--- src/rtl/nx_fifo_rd_stage.sv ---
// nx_fifo_rd_stage: pops a show-ahead FIFO into a registered valid/ready stream through a 2-entry prefetch buffer
module nx_fifo_rd_stage #(
  parameter int WIDTH = 1,
  parameter int CNT_W = 16
) (
  input  logic             clk,
  input  logic             rst,
  input  logic             clear,
  input  logic             fifo_empty,
  input  logic [WIDTH-1:0] fifo_rdata,
  output logic             fifo_ren,
  output logic             out_valid,
  input  logic             out_ready,
  output logic [WIDTH-1:0] out_data,
  output logic [1:0]       occupancy,
  output logic [CNT_W-1:0] xfer_cnt
);
  logic [1:0] occ, occ_nx;
  logic [WIDTH-1:0] head, skid, head_nx, skid_nx;
  logic [CNT_W-1:0] cnt;
  logic pop, push;
  always_ff @(posedge clk)
    if (rst) begin
      occ  <= '0;
      head <= '0;
      skid <= '0;
      cnt  <= '0;
    end else begin
      occ  <= occ_nx;
      head <= head_nx;
      skid <= skid_nx;
      cnt  <= cnt + CNT_W'(pop);
    end
  always_comb begin
    occ_nx  = clear ? 2'd0 : occ + {1'b0, push} - {1'b0, pop};
    head_nx = (push & (occ == 2'd0 | (occ == 2'd1 & pop))) ? fifo_rdata :
              (pop & occ == 2'd2) ? skid : head;
    skid_nx = (push & ((occ == 2'd1 & !pop) | (occ == 2'd2 & pop))) ? fifo_rdata : skid;
  end
  // pop is masked by clear so a flush cycle never counts or shifts data
  always_comb begin
    out_valid = occ != 2'd0;
    pop       = out_valid & out_ready & !clear;
    fifo_ren  = !fifo_empty & !clear & !rst & (!occ[1] | pop);
    push      = fifo_ren;
    out_data  = head;
    occupancy = occ;
    xfer_cnt  = cnt;
  end
endmodule
--- config.mk ---
export PLATFORM = sky130hd
export DESIGN_NAME = nx_fifo_rd_stage
export DESIGN_NICKNAME = d
export VERILOG_FILES = /design/src/rtl/nx_fifo_rd_stage.sv
export SDC_FILE = /design/constraint.sdc
export NUM_CORES = 1
export LEC_CHECK = 0
export CAP_MARGIN = 20
export CORE_ASPECT_RATIO = 0.75
export CORE_MARGIN = 4
export CORE_UTILIZATION = 30
export CTS_CLUSTER_DIAMETER = 30
export CTS_CLUSTER_SIZE = 24
export DETAILED_ROUTE_END_ITERATION = 16
export GPL_ROUTABILITY_DRIVEN = 0
export GPL_TIMING_DRIVEN = 0
export SLEW_MARGIN = 20
export SYNTH_ARGS = -nofsm -noshare
export SYNTH_HDL_FRONTEND = slang
export SYNTH_SLANG_ARGS = --single-unit
--- constraint.sdc ---
create_clock -name clk -period 6.5 [get_ports clk]
set_input_delay 1.95 -clock clk [delete_from_list [all_inputs] [get_ports clk]]
set_output_delay 1.95 -clock clk [all_outputs]
set_load 0.005 [all_outputs]
# Word-level counts from Yosys, hierarchy flattened
# Cells that the tools add are included.
dict set report totals {
  register_bits 20
  output_inout_bits 21
}
dict set report classes {
  addsub 3
  eq_ne 2
  mux 2
  bitwise_logic 13
  n_reduce_logical 9
}
# op count
set ops {}
lappend ops {{$add A16 B1 Y16} 1}
lappend ops {{$and A1 B1 Y1} 10}
lappend ops {{$logic_not A1 Y1} 5}
lappend ops {{$reduce_bool A2 Y1} 2}
lappend ops {{$or A1 B1 Y1} 3}
lappend ops {{$add A2 B1 Y2} 1}
lappend ops {{$eq A2 B1 Y1 const B} 1}
lappend ops {{$eq A2 B2 Y1 const B} 1}
lappend ops {{$logic_not A2 Y1} 1}
lappend ops {{$mux W1} 2}
lappend ops {{$reduce_or A2 Y1} 1}
lappend ops {{$sub A2 B1 Y2} 1}

# Depth between registers and ports, before layout
# Gate-level depths: netlist of run 1.
dict set report depth {
  word_depth 7
  mapped_depth 8
}

# Least setup slack after synthesis of run 1
# Ideal clock, no wire load.
dict set report synth_path {
  kind {input-to-output}
  startpoint {input port rst}
  endpoint {output port fifo_ren}
  t_arrival_ps 2731
  required_ps 4550
  setup_slack_ps 1819
  cell_stages 2
  path_buffers 1
  cell_sequence {clkbuf_1 a2111oi_0}
}
dict set report synth_between {
  elab_chain_len 3
}
# item line
set synth_lines {}
lappend synth_lines {{start, declared} 7} ;# input logic rst,
lappend synth_lines {{$logic_not A1 Y1} 44} ;# fifo_ren = !fifo_empty & !clear & !rst & (!occ[1] | pop);
lappend synth_lines {{$and A1 B1 Y1 (2 in series)} 44}
lappend synth_lines {{end, declared} 11} ;# output logic fifo_ren,
# No other way between the ends.

# Final worst setup path of run 1
# Ends and elaborated chain as after synthesis.

==> out/qor.json, run 1 <==
{
  "run_status": {
    "status": "finished clean"
  },
  "floorplan": {
    "die_area_sq_mm": 0.00444,
    "die_h_um": 58.7,
    "core.rowCount": 18,
    "num_io_pins": 27,
    "start_util_pct": 31.3,
    "placeableCoreArea_sq_mm": 0.00329,
    "die-width_um": 75.6
  },
  "logic_synthesis": {
    "syn_inst": 113,
    "syn_area_sq_mm": 0.00103,
    "synth_sequential_area_ratio_pct": 38.9,
    "yosys_register_bits": 20,
    "netlist-cell-type-count": 31,
    "syn_area_cell_sq_um": 9.10,
    "syn-num-nets": 124,
    "ys.warnings.count": 0
  },
  "layout": {
    "num-nets-final": 155,
    "post_route_cells_drive_above_1_share_pct": 7.69,
    "areaGrowthSynthToFinish_pct": 37.1,
    "antenna_cells": 0
  },
  "cts": {
    "cts.sink_count": 20,
    "cts-resized-gates": 0,
    "clock-root-buffer": "sky130_fd_sc_hd__clkbuf_8",
    "clk_latency_ns": 0.26,
    "tritoncts": "yes",
    "clock_path_buffers": 2,
    "tritoncts.num_buffers": 3,
    "holdBufCountCts": 0,
    "cts_htree_levels": 1,
    "post-cts-setup-buffers": 0,
    "cts.reportedPaths.clkPinSlew_ns": 0.08
  },
  "detailed_routing": {
    "average_wire_per_standard_cell_um": 12.9,
    "drc": 0,
    "route.detailed.vias_per_inst": 5.12,
    "drtPass1Iterations": 4,
    "detail_route.wirelength_mm": 2.36,
    "vias": 937,
    "route.antenna.remaining_nets": 0,
    "drt_first_iter_violations": 49
  },
  "setup_path": {
    "timing_worst_setup_path_type": "primary input to output pin",
    "setup.worst_path.end_class": "output pin",
    "crit_path_top_delay_cell": "sky130_fd_sc_hd__clkdlybuf4s50_1",
    "critical_path.n_buffers_inverters": 3,
    "required_ns": 4.55,
    "cp_top_family": "buffers and inverters",
    "cp.depth": 4,
    "cp_cell_sequence": "clkdlybuf4s50_1 -> clkbuf_1 -> a2111oi_0 -> clkdlybuf4s50_1",
    "timing.critical_path.slowest_cell_delay_ns": 0.61,
    "cp.arrival_ns": 3.94,
    "crit_fanout": 10,
    "worst-r2r-cell-count": 7,
    "worst_path_most_repeated_cell": "sky130_fd_sc_hd__clkdlybuf4s50_1",
    "crit_path_start_kind": "primary input"
  },
  "placed_design": {
    "io_buffer_count": 26,
    "dp_hpwl_mm": 1.81,
    "detailedPlace.worstSlack_ns": 0.598
  },
  "timing": {
    "fin_crit_ns": 5.89,
    "clock.fmax_ghz": 0.170,
    "period_share_pct": 90.6,
    "grt_setup_unrepaired": "no",
    "finalSetupViolations": 0,
    "timing.slew.headroom_pct": 61.5,
    "finalClockSkew_ns": 0.00968,
    "timing_worst_slew_pin_value_ns": 0.563,
    "final.setup.worst_slack_ns": 0.609,
    "timing_max_transition_violations_final": 0,
    "report.final.hold_viol_count": 0,
    "tns_ns": 0
  },
  "worst_hold_path": {
    "hold-path-cell-count": 2,
    "worstHoldPathType": "register to register"
  },
  "power": {
    "pwr-share-seq_pct": 47.3,
    "switching_power_mw": 0.0489,
    "pwr-share-comb_pct": 5.3,
    "p_int_mw": 0.213,
    "power.switching_fraction_pct": 18.7,
    "total_leakage_power_nw": 0.508,
    "peakVddDrop_uv": 113,
    "power_density_mw_per_mm2": 186,
    "power_frac_clock_pct": 47.4
  },
  "grt": {
    "pin_count_of_the_biggest_net_entering_global_routing": 13,
    "antenna_found_initial": 0,
    "global_route.usage.total_pct": 11.6,
    "vias_in_the_first_global_route": 907,
    "grt_overflow_total": 0,
    "grt_first_pass_wirelength_mm": 4.06
  },
  "job": {
    "timing.max_cap.violations": 0
  }
}
registers in the layout (all words and copies together), names as in the netlist:
signal,cells
skid,1
occupancy,2
xfer_cnt,16
out_data,1
worst min-delay path, cell delays in order, from the launching register on:
cell	delay [ns]
sky130_fd_sc_hd__dfxtp_1	0.32
sky130_fd_sc_hd__nand2_1	0.06
sky130_fd_sc_hd__mux2i_1	0.06
synthesized netlist by cell type:
cell / count / share of area, %
sky130_fd_sc_hd__dfxtp_1: 20 / 39
sky130_fd_sc_hd__a21oi_1: 8 / 3.9
sky130_fd_sc_hd__nand2_1: 8 / 2.9
sky130_fd_sc_hd__nor2_1: 8 / 2.9
sky130_fd_sc_hd__nor2b_1: 7 / 4.3
sky130_fd_sc_hd__inv_1: 6 / 2.2
sky130_fd_sc_hd__ha_1: 5 / 6.1
sky130_fd_sc_hd__nand3_1: 5 / 2.4
sky130_fd_sc_hd__o31ai_1: 5 / 3.7
sky130_fd_sc_hd__mux2_1: 4 / 4.4
sky130_fd_sc_hd__or3_1: 4 / 2.4
sky130_fd_sc_hd__or4_1: 4 / 2.9
sky130_fd_sc_hd__o21ai_0: 3 / 1.5
sky130_fd_sc_hd__xor2_1: 3 / 2.6
sky130_fd_sc_hd__mux2i_1: 2 / 1.9
sky130_fd_sc_hd__nand4_2: 2 / 2.4
sky130_fd_sc_hd__nor3b_1: 2 / 1.5
sky130_fd_sc_hd__nor4_1: 2 / 1.2
sky130_fd_sc_hd__nor4_2: 2 / 2.4
sky130_fd_sc_hd__or2_2: 2 / 1.2
sky130_fd_sc_hd__a2111oi_0: 1 / 0.85
sky130_fd_sc_hd__a211oi_1: 1 / 0.73
sky130_fd_sc_hd__buf_1: 1 / 0.36
sky130_fd_sc_hd__buf_6: 1 / 1.1
sky130_fd_sc_hd__clkbuf_1: 1 / 0.36
sky130_fd_sc_hd__nand3b_1: 1 / 0.73
sky130_fd_sc_hd__nand4_1: 1 / 0.61
sky130_fd_sc_hd__nor4b_1: 1 / 0.85
sky130_fd_sc_hd__nor4bb_1: 1 / 0.97
sky130_fd_sc_hd__or3b_1: 1 / 0.85
sky130_fd_sc_hd__xnor2_1: 1 / 0.85
path summary, 6_finish.rpt:
path / from / endpoint / slack (ns)
max: rst / fifo_ren / 0.61
min reg2reg: skid / skid / 0.49
min: skid / skid / 0.49
max reg2reg: occupancy[1] / xfer_cnt[12] / 4.10
logic make-up after synthesis:
kind of cell / Yosys count / share of synthesized area, %
xor gates and xnor gates: 4 / 3.41
muxes: 6 / 6.33
buffers and inverters: 9 / 4.01
AOI/OAI and AO/OA: 18 / 10.6
DFF: 20 / 38.9
adders and majority gates: 5 / 6.08
and+or+nand+nor: 51 / 30.7
through the flow:
step	area (sq um)	instances	power [mW]	hold slack [ns]	utilization [%]
2_1_floorplan	1030	113	0.132	0.434	-
3_3_place_gp	1340	179	0.140	0.446	40.7
3_5_place_dp	1340	179	0.141	0.482	40.7
4_1_cts	1410	183	0.266	0.499	42.9
5_1_grt	1410	183	0.273	0.520	42.9
6_report	1410	183	0.262	0.489	42.9
layout by cell type (no fill, tap or decap), types with 2 or more instances in the layout:
master                            instances
sky130_fd_sc_hd__nor4_2                   2
sky130_fd_sc_hd__dfxtp_1                 20
sky130_fd_sc_hd__mux2_1                   4
sky130_fd_sc_hd__or4_1                    4
sky130_fd_sc_hd__nand2_1                  8
sky130_fd_sc_hd__o31ai_1                  5
sky130_fd_sc_hd__ha_1                     5
sky130_fd_sc_hd__nor2_1                   8
sky130_fd_sc_hd__xor2_1                   3
sky130_fd_sc_hd__a21oi_1                  8
sky130_fd_sc_hd__mux2i_1                  2
sky130_fd_sc_hd__or3_1                    4
sky130_fd_sc_hd__nand3_1                  5
sky130_fd_sc_hd__o21ai_0                  3
sky130_fd_sc_hd__clkbuf_8                 3
sky130_fd_sc_hd__nor2b_1                  7
sky130_fd_sc_hd__clkdlybuf4s50_1         26
sky130_fd_sc_hd__inv_1                    6
sky130_fd_sc_hd__or2_2                    2
sky130_fd_sc_hd__nor3b_1                  2
sky130_fd_sc_hd__nor4_1                   2
sky130_fd_sc_hd__nand4_2                  2
cell type report:
cell class                 instances  area [sq um]
inverter                           6          22.5
clock buffer                       3          41.3
multi-input combinational         84           587
clock inverter                     1          30.0
timing repair buffer              26           260
fill                             321          1880
tap                               40          50.0
sequential                        20           400
buffer                             3          18.8
power by group through the flow:
stage	combinational, mW	clock [mW]	sequential, mW
2_1_floorplan	0.00571	0	0.127
5_1_grt	0.0155	0.133	0.124
6_report	0.0139	0.124	0.124
3_3_place_gp	0.0137	0	0.127
4_1_cts	0.0141	0.128	0.124
3_5_place_dp	0.0141	0	0.127
routing by layer:
metal | up-vias | global-route usage (%) | part of all wire, %
met2 | 26 | 18.6 | 45
met1 | 434 | 15.0 | 47
met5 | - | 0 | 0
met4 | 0 | 2.00 | 1.1
li1 | 473 | - | -
met3 | 4 | 4.61 | 6.9
Note: power is estimated with default switching activity, not from simulation.
==> run 2: changes to the inputs <==
CORE_UTILIZATION = 47   (was 30)
PLACE_DENSITY = 0.78   (was not set)
==> run 2 against run 1 <==
Effect of this change: hold slack lost 0.019 ns; non-clock buffer count is the same; global-route usage grew 3.7 points; critical path depth is the same; clock power shrank 53%; fmax shrank 0.68%; sequential power is essentially flat; combinational power is essentially flat; via count grew 0.75%; flip-flop and latch count is the same; worst setup slack lost 0.041 ns; critical path type unchanged.
==> out/qor.json, run 2 (same netlist as run 1, synthesis figures left out) <==
{
  "timing": {
    "grt_setup_unrepaired": "no",
    "period_share": {"value": 91.3, "unit": "%", "change": "+0.62 points"},
    "finalSetupViolations": {"value": 0, "change": "unchanged"},
    "timing.slew.headroom": {"value": 55.5, "unit": "%", "change": "-6.0 points"},
    "timing_max_transition_violations_final": {"value": 0, "change": "unchanged"},
    "fin_crit": {"value": 5.93, "unit": "ns", "change": "+0.0405 ns"},
    "finalClockSkew": {"value": 0.00122, "unit": "ns", "change": "-0.00847 ns"},
    "report.final.hold_viol_count": {"value": 0, "change": "unchanged"},
    "timing_worst_slew_pin_value": {"value": 0.651, "unit": "ns", "change": "+0.0876 ns"},
    "clock.fmax": {"value": 0.169, "unit": "GHz", "change": "-0.68%"},
    "tns": {"value": 0, "unit": "ns", "change": "unchanged"},
    "holdWs": {"value": 0.470, "unit": "ns", "change": "-0.0191 ns"}
  },
  "detailed_routing": {
    "route.antenna.remaining_nets": {"value": 0, "change": "unchanged"},
    "detail_route.wirelength": {"value": 2.15, "unit": "mm", "change": "-8.9%"},
    "drt_first_iter_violations": {"value": 45, "change": "-8.2%"},
    "drtPass1Iterations": {"value": 4, "change": "unchanged"},
    "route.detailed.vias_per_inst": {"value": 5.69, "change": "+11%"},
    "drc": {"value": 0, "change": "unchanged"},
    "average_wire_per_standard_cell": {"value": 13.0, "unit": "um", "change": "+0.40%"},
    "vias": {"value": 944, "change": "+0.75%"}
  },
  "worst_hold_path": {
    "hold-path-cell-count": {"value": 2, "change": "unchanged"},
    "worstHoldPathType": "register to register",
    "whs_endpoint": "skid",
    "startpoint_of_the_lowest_slack_hold_path": "skid"
  },
  "setup_path": {
    "cp.arrival": {"value": 3.98, "unit": "ns", "change": "+0.04 ns"},
    "endpoint_of_the_most_critical_register_to_register_path": "xfer_cnt[12]",
    "crit_fanout": {"value": 10, "change": "unchanged"},
    "required": {"value": 4.55, "unit": "ns", "change": "about the same"},
    "regToRegStartpoint": "occupancy[1]",
    "setup.reg_to_reg.worst_slack": {"value": 4.05, "unit": "ns", "change": "-0.05 ns"},
    "worst-r2r-cell-count": {"value": 7, "change": "unchanged"},
    "timing_worst_setup_path_type": "primary input to output pin",
    "crit_path_start_kind": "primary input",
    "setup.worst_path.end_class": "output pin"
  },
  "cts": {
    "holdBufCountCts": {"value": 0, "change": "unchanged"},
    "tritoncts": "yes",
    "tritoncts.num_buffers": {"value": 3, "change": "unchanged"},
    "post-cts-setup-buffers": {"value": 0, "change": "unchanged"},
    "cts_htree_levels": {"value": 1, "change": "unchanged"},
    "cts-resized-gates": {"value": 0, "change": "unchanged"},
    "cts.sink_count": {"value": 20, "change": "unchanged"},
    "cts.reportedPaths.clkPinSlew": {"value": 0.11, "unit": "ns", "change": "+0.03 ns"},
    "clk_latency": {"value": 0.30, "unit": "ns", "change": "+0.04 ns"},
    "clock_path_buffers": {"value": 2, "change": "unchanged"},
    "clock-root-buffer": "sky130_fd_sc_hd__clkbuf_4"
  },
  "floorplan": {
    "start_util": {"value": 50.2, "unit": "%", "change": "+19 points"},
    "placeableCoreArea": {"value": 0.00205, "unit": "sq mm", "change": "-38%"},
    "die-width": {"value": 62.0, "unit": "um", "change": "-18%"},
    "die_h": {"value": 48.5, "unit": "um", "change": "-17%"},
    "num_io_pins": {"value": 27, "change": "unchanged"},
    "die_area": {"value": 0.00301, "unit": "sq mm", "change": "-32%"},
    "core.rowCount": {"value": 14, "change": "-4"}
  },
  "layout": {
    "layout.cells.most_common_list": "26 x sky130_fd_sc_hd__clkdlybuf4s50_1, 20 x sky130_fd_sc_hd__dfxtp_1, 8 x sky130_fd_sc_hd__nor2_1, 8 x sky130_fd_sc_hd__nand2_1, 8 x sky130_fd_sc_hd__a21oi_1",
    "layout.cells.most_common": "sky130_fd_sc_hd__clkdlybuf4s50_1",
    "largest_register_ffs": {"value": 16, "change": "unchanged"},
    "post_route_cells_drive_above_1_share": {"value": 7.04, "unit": "%", "change": "-0.65 points"},
    "antenna_cells": {"value": 0, "change": "unchanged"},
    "num-nets-final": {"value": 155, "change": "unchanged"},
    "areaGrowthSynthToFinish_pct": 30.4
  },
  "grt": {
    "global_route.usage.total": {"value": 15.3, "unit": "%", "change": "+3.7 points"},
    "vias_in_the_first_global_route": {"value": 783, "change": "-14%"},
    "antenna_found_initial": {"value": 0, "change": "unchanged"},
    "grt_first_pass_wirelength": {"value": 3.52, "unit": "mm", "change": "-13%"},
    "grt_overflow_total": {"value": 0, "change": "unchanged"},
    "pin_count_of_the_biggest_net_entering_global_routing": {"value": 11, "change": "-2"}
  },
  "job": {
    "timing.max_cap.violations": {"value": 0, "change": "unchanged"}
  },
  "power": {
    "power.switching_fraction": {"value": 22.2, "unit": "%", "change": "+3.5 points"},
    "pwr-share-comb": {"value": 7.0, "unit": "%", "change": "+1.7 points"},
    "peakVddDrop": {"value": 115, "unit": "uV", "change": "+1.9%"},
    "total_leakage_power": {"value": 0.486, "unit": "nW", "change": "-4.3%"},
    "switching_power": {"value": 0.0434, "unit": "mW", "change": "-11%"},
    "p_int": {"value": 0.152, "unit": "mW", "change": "-28%"},
    "power_density": {"value": 146, "unit": "mW/mm^2", "change": "-21%"},
    "pwr-share-seq": {"value": 63.3, "unit": "%", "change": "+16 points"},
    "power_frac_clock": {"value": 29.7, "unit": "%", "change": "-18 points"}
  },
  "placed_design": {
    "dp_hpwl": {"value": 1.64, "unit": "mm", "change": "-9.4%"},
    "io_buffer_count": {"value": 26, "change": "unchanged"}
  },
  "run_status": {
    "status": "finished clean"
  }
}
[run 2: cell types whose count changed in the layout (fill, tap and decap cells not counted), sizes merged]
cell / before / now
bufinv: 1 / 0
[run 2: how the worst max path moves through the flow]
stage,from,to,slack (ns)
after floorplan,rst,fifo_ren,1.82
after global placement,rst,fifo_ren,0.56
after detailed placement,rst,fifo_ren,0.60
after CTS,rst,fifo_ren,0.56
after global routing,rst,fifo_ren,0.41
final,rst,fifo_ren,0.57
[run 2: power groups by stage]
stage          Clock [mW]  Combinational [mW]  Sequential [mW]
2_1_floorplan           0             0.00571            0.127
3_3_place_gp            0              0.0135            0.127
3_5_place_dp            0              0.0137            0.127
4_1_cts            0.0602              0.0138            0.124
5_1_grt            0.0669              0.0152            0.124
6_report           0.0580              0.0137            0.124
[run 2: worst max-delay path: stages]
cell	delay, ns
sky130_fd_sc_hd__clkdlybuf4s50_1	0.50
sky130_fd_sc_hd__clkbuf_1	0.26
sky130_fd_sc_hd__a2111oi_0	0.64
sky130_fd_sc_hd__clkdlybuf4s50_1	0.63
[run 2: layout make-up]
class	instances	area [sq um]
clock buffers	3	22.5
flip-flops and latches	20	400
inverters	6	22.5
plain buffers	3	18.8
fillers	194	708
well taps	24	30.0
multi-input cells	84	587
repair buffers	26	260
[run 2: metal layers]
metal  GRT usage (%)  vias to the layer above  routed length [um]
met4            5.65                        0                  30
li1                -                      476                   -
met1            21.0                      435                1040
met3            5.32                        4                 131
met5               0                        -                   0
met2            21.7                       29                 946
[run 2: through the flow]
stage | setup slack, ns | area [sq um] | total power [mW] | cells | utilization [%]
floorplan | 1.82 | 1030 | 0.132 | 113 | -
global placement | 0.559 | 1320 | 0.140 | 163 | 64.3
detailed placement | 0.603 | 1320 | 0.140 | 163 | 64.3
CTS | 0.563 | 1340 | 0.198 | 166 | 65.4
global route | 0.408 | 1340 | 0.206 | 166 | 65.4
finish | 0.569 | 1340 | 0.196 | 166 | 65.4
